==> config.mk <==
export PLATFORM = sky130hd
export DESIGN_NAME = csr_counter_bank
export DESIGN_NICKNAME = d
export VERILOG_FILES = /design/src/rtl/csr_counter_bank.sv
export SDC_FILE = /design/constraint.sdc
export NUM_CORES = 2
export LEC_CHECK = 0
export ABC_AREA = 1
export CAP_MARGIN = 15
export CORE_MARGIN = 1
export CORE_UTILIZATION = 50
export CTS_CLUSTER_SIZE = 10
export DETAILED_ROUTE_END_ITERATION = 10
export HOLD_SLACK_MARGIN = 0.15
export PLACE_DENSITY = 0.67
export RECOVER_POWER = 50
export REMOVE_ABC_BUFFERS = 1
export SKIP_CTS_REPAIR_TIMING = 1
export SYNTH_ARGS = -nofsm -noshare
export SYNTH_HDL_FRONTEND = slang
export SYNTH_SLANG_ARGS = --single-unit
export TNS_END_PERCENT = 10
==> constraint.sdc <==
create_clock -name clk -period 5.7 [get_ports clk]
set_clock_uncertainty 0.2 [all_clocks]
set_input_delay 1.71 -clock clk [delete_from_list [all_inputs] [get_ports clk]]
set_output_delay 1.71 -clock clk [all_outputs]
set_load 0.01 [all_outputs]
==> src/rtl/csr_counter_bank.sv <==
// Machine counter bank: cycle (0), instret (2) and event counters (3..N-1) with their
// CSR decode, mcountinhibit and per-counter mhpmevent selectors.
module csr_counter_bank #(
    parameter int unsigned NUM_COUNTERS = 8,
    parameter int unsigned NUM_EVENTS   = 4,
    parameter int unsigned CNT_W        = 64
) (
    input  logic                    clk,
    input  logic                    rst,
    input  logic [11:0]             addr,
    input  logic [2:0]              f3,
    input  logic [4:0]              rs,
    input  logic [31:0]             reg_in,
    input  logic [31:0]             imm_in,
    input  logic                    write,
    input  logic                    retire,
    input  logic [NUM_EVENTS-1:0]   events,
    output logic [31:0]             reg_out,
    output logic                    hit,
    output logic                    illegal,
    output logic [NUM_COUNTERS-1:0] ovf
);
    localparam int unsigned SEL_W = 4;

    logic [CNT_W-1:0]        cnt_q [NUM_COUNTERS];
    logic [CNT_W-1:0]        cnt_d [NUM_COUNTERS];
    logic [SEL_W-1:0]        evt_q [NUM_COUNTERS];
    logic [SEL_W-1:0]        evt_d [NUM_COUNTERS];
    logic [NUM_COUNTERS-1:0] inh_q, inh_d;
    logic [NUM_COUNTERS-1:0] ovf_q, ovf_d;

    logic [NUM_COUNTERS-1:0] lo_sel, hi_sel, evt_sel, inc;
    logic                    inh_sel;
    logic [31:0]             src, wval;
    logic                    suppress, wr_en;

    // Counter 1 has no CSR: its selects stay 0 so it never hits or changes.
    always_comb begin
        lo_sel  = '0;
        hi_sel  = '0;
        evt_sel = '0;
        inh_sel = (addr == 12'h320);
        for (int n = 0; n < NUM_COUNTERS; n++) begin
            if (n != 1) begin
                lo_sel[n] = (addr == 12'hB00 + 12'(n));
                hi_sel[n] = (addr == 12'hB80 + 12'(n));
            end
            if (n >= 3) begin
                evt_sel[n] = (addr == 12'h323 + 12'(n - 3));
            end
        end
    end

    assign hit     = (|lo_sel) | (|hi_sel) | (|evt_sel) | inh_sel;
    assign illegal = !hit;

    always_comb begin
        reg_out = '0;
        for (int n = 0; n < NUM_COUNTERS; n++) begin
            if (lo_sel[n])  reg_out = cnt_q[n][31:0];
            if (hi_sel[n])  reg_out = 32'(cnt_q[n][CNT_W-1:32]);
            if (evt_sel[n]) reg_out = 32'(evt_q[n]);
        end
        if (inh_sel) reg_out = 32'(inh_q);
    end

    assign src      = f3[2] ? imm_in : reg_in;
    // Set/clear with a zero source is a pure read.
    assign suppress = f3[1] && (f3[2] ? (imm_in == '0) : (rs == '0));
    assign wr_en    = write && hit && !suppress && (f3[1:0] != 2'b00);

    always_comb begin
        wval = reg_out;
        case (f3[1:0])
            2'b01:   wval = src;
            2'b10:   wval = reg_out | src;
            2'b11:   wval = reg_out & ~src;
            default: wval = reg_out;
        endcase
    end

    always_comb begin
        inc    = '0;
        inc[0] = 1'b1;
        inc[2] = retire;
        for (int n = 3; n < NUM_COUNTERS; n++) begin
            for (int k = 0; k < NUM_EVENTS; k++) begin
                if (evt_q[n] == SEL_W'(k + 1) && events[k]) inc[n] = 1'b1;
            end
        end
        inc = inc & ~inh_q;
    end

    always_comb begin
        inh_d = inh_q;
        ovf_d = '0;
        if (wr_en && inh_sel) begin
            inh_d    = wval[NUM_COUNTERS-1:0];
            inh_d[1] = 1'b0;
        end
        for (int n = 0; n < NUM_COUNTERS; n++) begin
            cnt_d[n] = cnt_q[n];
            evt_d[n] = evt_q[n];
            // A CSR write to either half wins over that cycle's increment.
            if (wr_en && lo_sel[n]) begin
                cnt_d[n][31:0] = wval;
            end else if (wr_en && hi_sel[n]) begin
                cnt_d[n][CNT_W-1:32] = wval[CNT_W-33:0];
            end else if (inc[n]) begin
                cnt_d[n] = cnt_q[n] + CNT_W'(1);
                ovf_d[n] = &cnt_q[n];
            end
            if (wr_en && evt_sel[n]) begin
                evt_d[n] = (wval != '0 && wval <= 32'(NUM_EVENTS)) ? wval[SEL_W-1:0] : '0;
            end
        end
    end

    always_ff @(posedge clk) begin
        if (rst) begin
            for (int n = 0; n < NUM_COUNTERS; n++) begin
                cnt_q[n] <= '0;
                evt_q[n] <= '0;
            end
            inh_q <= '0;
            ovf_q <= '0;
        end else begin
            cnt_q <= cnt_d;
            evt_q <= evt_d;
            inh_q <= inh_d;
            ovf_q <= ovf_d;
        end
    end

    assign ovf = ovf_q;

endmodule

==> impl_metrics.yaml <==
routing:
  dr.first_iter.drc_count: 7438
  firstDrtPassIters: 7
  wl_per_cell_um: 25.10
  wl_met3_um: 26430
  met1_length_um: 72700
  drc: 0
  vias_per_cell: 6.246
  drtAntennaViolNets: 0
  top_layer: "met5"
  wl_met2_um: 79250
  wirelength_um: 193800
  vias: 48238
clock_tree:
  clkSlewWorstSetupHoldPaths_ps: 70
  cts_tree: "built"
  numCtsBuffers: 59
  htreeDepth: 2
  clock_sinks: 482
  cts-root-buf: "clkbuf_16"
  clk_latency_ps: 670
  clock_path_buffers: 3
synthesis:
  synth_area_per_cell_um2: 5.989
  synth_ff_type: "dfxtp_1"
  synthArstFlopShare_pct: 0
  yosys_warnings: 0
  ys_ff_latch: 482
  synthesis.area_um2: 37760
  seq_area_frac_synth_pct: 25.56
  synth_cell_type_count: 70
  synth_edf_count: 0
  netlist_instances: 6304
placement:
  place_congestion: 1.091
  dp_hpwl_um: 145900
  numPortBuffers: 132
  placed_area_um2: 43430
cells_and_area:
  final_cell_area_um2: 45890
  syn2layout_area_growth_pct: 21.53
  layout_commonest_cell: "nand2_1"
  drive_above_1_share_pct: 12.74
  fin_util_pct: 61.54
  fin_nets: 6801
  final_cell_mix: "1463 x nand2_1, 784 x inv_1, 552 x a21oi_1"
setup_path:
  worstReg2RegStart: "cnt_q[256]$_SDFFE_PP0P_"
  worstPathArrival_ps: 4220
  worstSetupStartpointType: "primary input"
  crit_fanout: 5
  worst-setup-path-type: "primary input to output port"
  ff2ff_path_depth: 20
  crit_required_ps: 3790
  reg2reg_setup_slack_ps: 1500
  r2r-end: "ovf[3]$_SDFF_PP0_"
  end_kind: "output port"
floorplan:
  die_y_um: 276.8
  dieArea_um2: 76620
  core_area_um2: 74570
  rows: 100
  start_util_pct: 50.63
  die_w_um: 276.8
  num_io_pins: 134
timing:
  worst_slack_ps: -431.3
  rsz0062_at_grt: "yes"
  whs_ps: 267.7
  timing.setup.tns_ps: -21080
  worst_pin_slew_ps: 1092
  min_period_ps: 6131
  finalSetupViolCount: 230
  maxSlewViolCount: 0
  fmax_mhz: 163.1
  finalCritPeriodShare_pct: 107.6
  max-slew-margin-rel_pct: 26.51
  hold_viol_final: 0
global_route:
  grt_util_all_layers_pct: 48.24
  grt_pass1_vias: 42975
  grt_max_degree: 96
  grt_pass1_wl_um: 278500
  grt_overflow: 0
  antenna_found_initial: 14
min_path:
  min_from: "cnt_q[165]$_SDFFE_PP0P_"
  hold_path.class: "register to register"
  hold_path_end: "cnt_q[165]$_SDFFE_PP0P_"
  min_path_cells: 2
pwr:
  p_seq_share_pct: 42.8
  swShare_pct: 28.46
  pwr-share-clk_pct: 47.0
  combPwrFrac_pct: 10.3
  p_leak_nw: 18.01
  p_sw_mw: 2.258
  p_per_area_nw_per_um2: 172.9
  vdd_drop_max_mv: 0.2255
  internal_power_mw: 5.676
run_status:
  violations: "setup timing"
  status: "finished with violations"
job:
  maxCapViolations: 0
## final cells by class
type / instances / area [um^2]
multi-input cells: 4677 / 24220
fillers: 7446 / 28680
clock inverters: 7 / 50.05
flip-flops and latches: 482 / 9649
clock buffers: 89 / 1750
well taps: 969 / 1212
repair buffers: 639 / 5782
diodes: 17 / 42.54
inverters: 843 / 3181
## worst max-delay path, cell delays in order
cell	delay [ps]
buf_6	110
inv_4	50
nand2_4	50
nor2_4	260
nand2_8	100
nor2_4	210
buf_8	140
buf_4	100
a21oi_2	50
nand3_4	110
inv_2	50
o21ai_4	170
nand2_2	100
nand2_2	90
nand2_2	80
nand2_4	100
nand4_1	280
and2_1	300
buf_6	130
## synth_stat cells (114+ instances only)
library cell / n / share of area (%)
a21oi_1: 560 / 7.4
clkbuf_1: 225 / 2.2
dfxtp_1: 482 / 26
o211ai_1: 114 / 2.3
nand3_1: 290 / 3.8
xor2_1: 264 / 6.1
nor3_1: 236 / 3.1
nor4_1: 154 / 2.6
nand2_1: 1526 / 15
inv_1: 788 / 7.8
nand4_1: 155 / 2.6
nor2_1: 483 / 4.8
o21ai_0: 485 / 6.4
## how the worst max path moves through the flow
stage                  start                 endpoint  slack, ps  cells after the start
detailed placement  addr[11]              reg_out[31]      -1370                     19
CTS                 addr[11]              reg_out[31]      -1390                     19
floorplan           addr[10]  cnt_q[321]$_SDFFE_PP0P_      -2510                     19
global placement    addr[11]              reg_out[31]      -1380                     19
global route         addr[4]               reg_out[1]       -400                     24
finish              addr[10]              reg_out[31]       -430                     19
## power by group through the flow
stage	registers [mW]	clock network, mW	logic (mW)
final	3.39	3.73	0.813
after global routing	3.39	3.83	0.797
after CTS	3.39	3.70	0.750
after detailed placement	3.47	0	0.747
after global placement	3.47	0	0.747
after floorplan	3.46	0	0.189
## per-layer routing
metal	global-route usage, %	vias to the layer above
li1	-	21851
met1	62.43	22143
met2	70.21	3453
met3	12.22	783
met4	32.91	8
met5	0	-
## registers in the layout (all words and copies together) (netlist names)
| signal | cells |
|---|---|
| cnt_q | 448 |
| evt_q | 20 |
| inh_q | 7 |
| ovf | 7 |
## stage by stage
step,cells,setup slack (ps),total power [mW]
after global placement,7577,-1382,4.215
after CTS,7673,-1392,7.849
after detailed placement,7577,-1369,4.215
after global routing,7710,-395.9,8.019
after floorplan,6002,-2508,3.651
final,7723,-431.3,7.934
## cells by family after synthesis
group,synth area share [%]
xor gates and xnor gates,6.797
DFF,25.56
buffers and inverters,11.62
and+or+nand+nor,35.24
adders and majority gates,0.2320
other,0.009932
AOI/OAI and AO/OA,20.55
(Power assumes the default switching activity.)
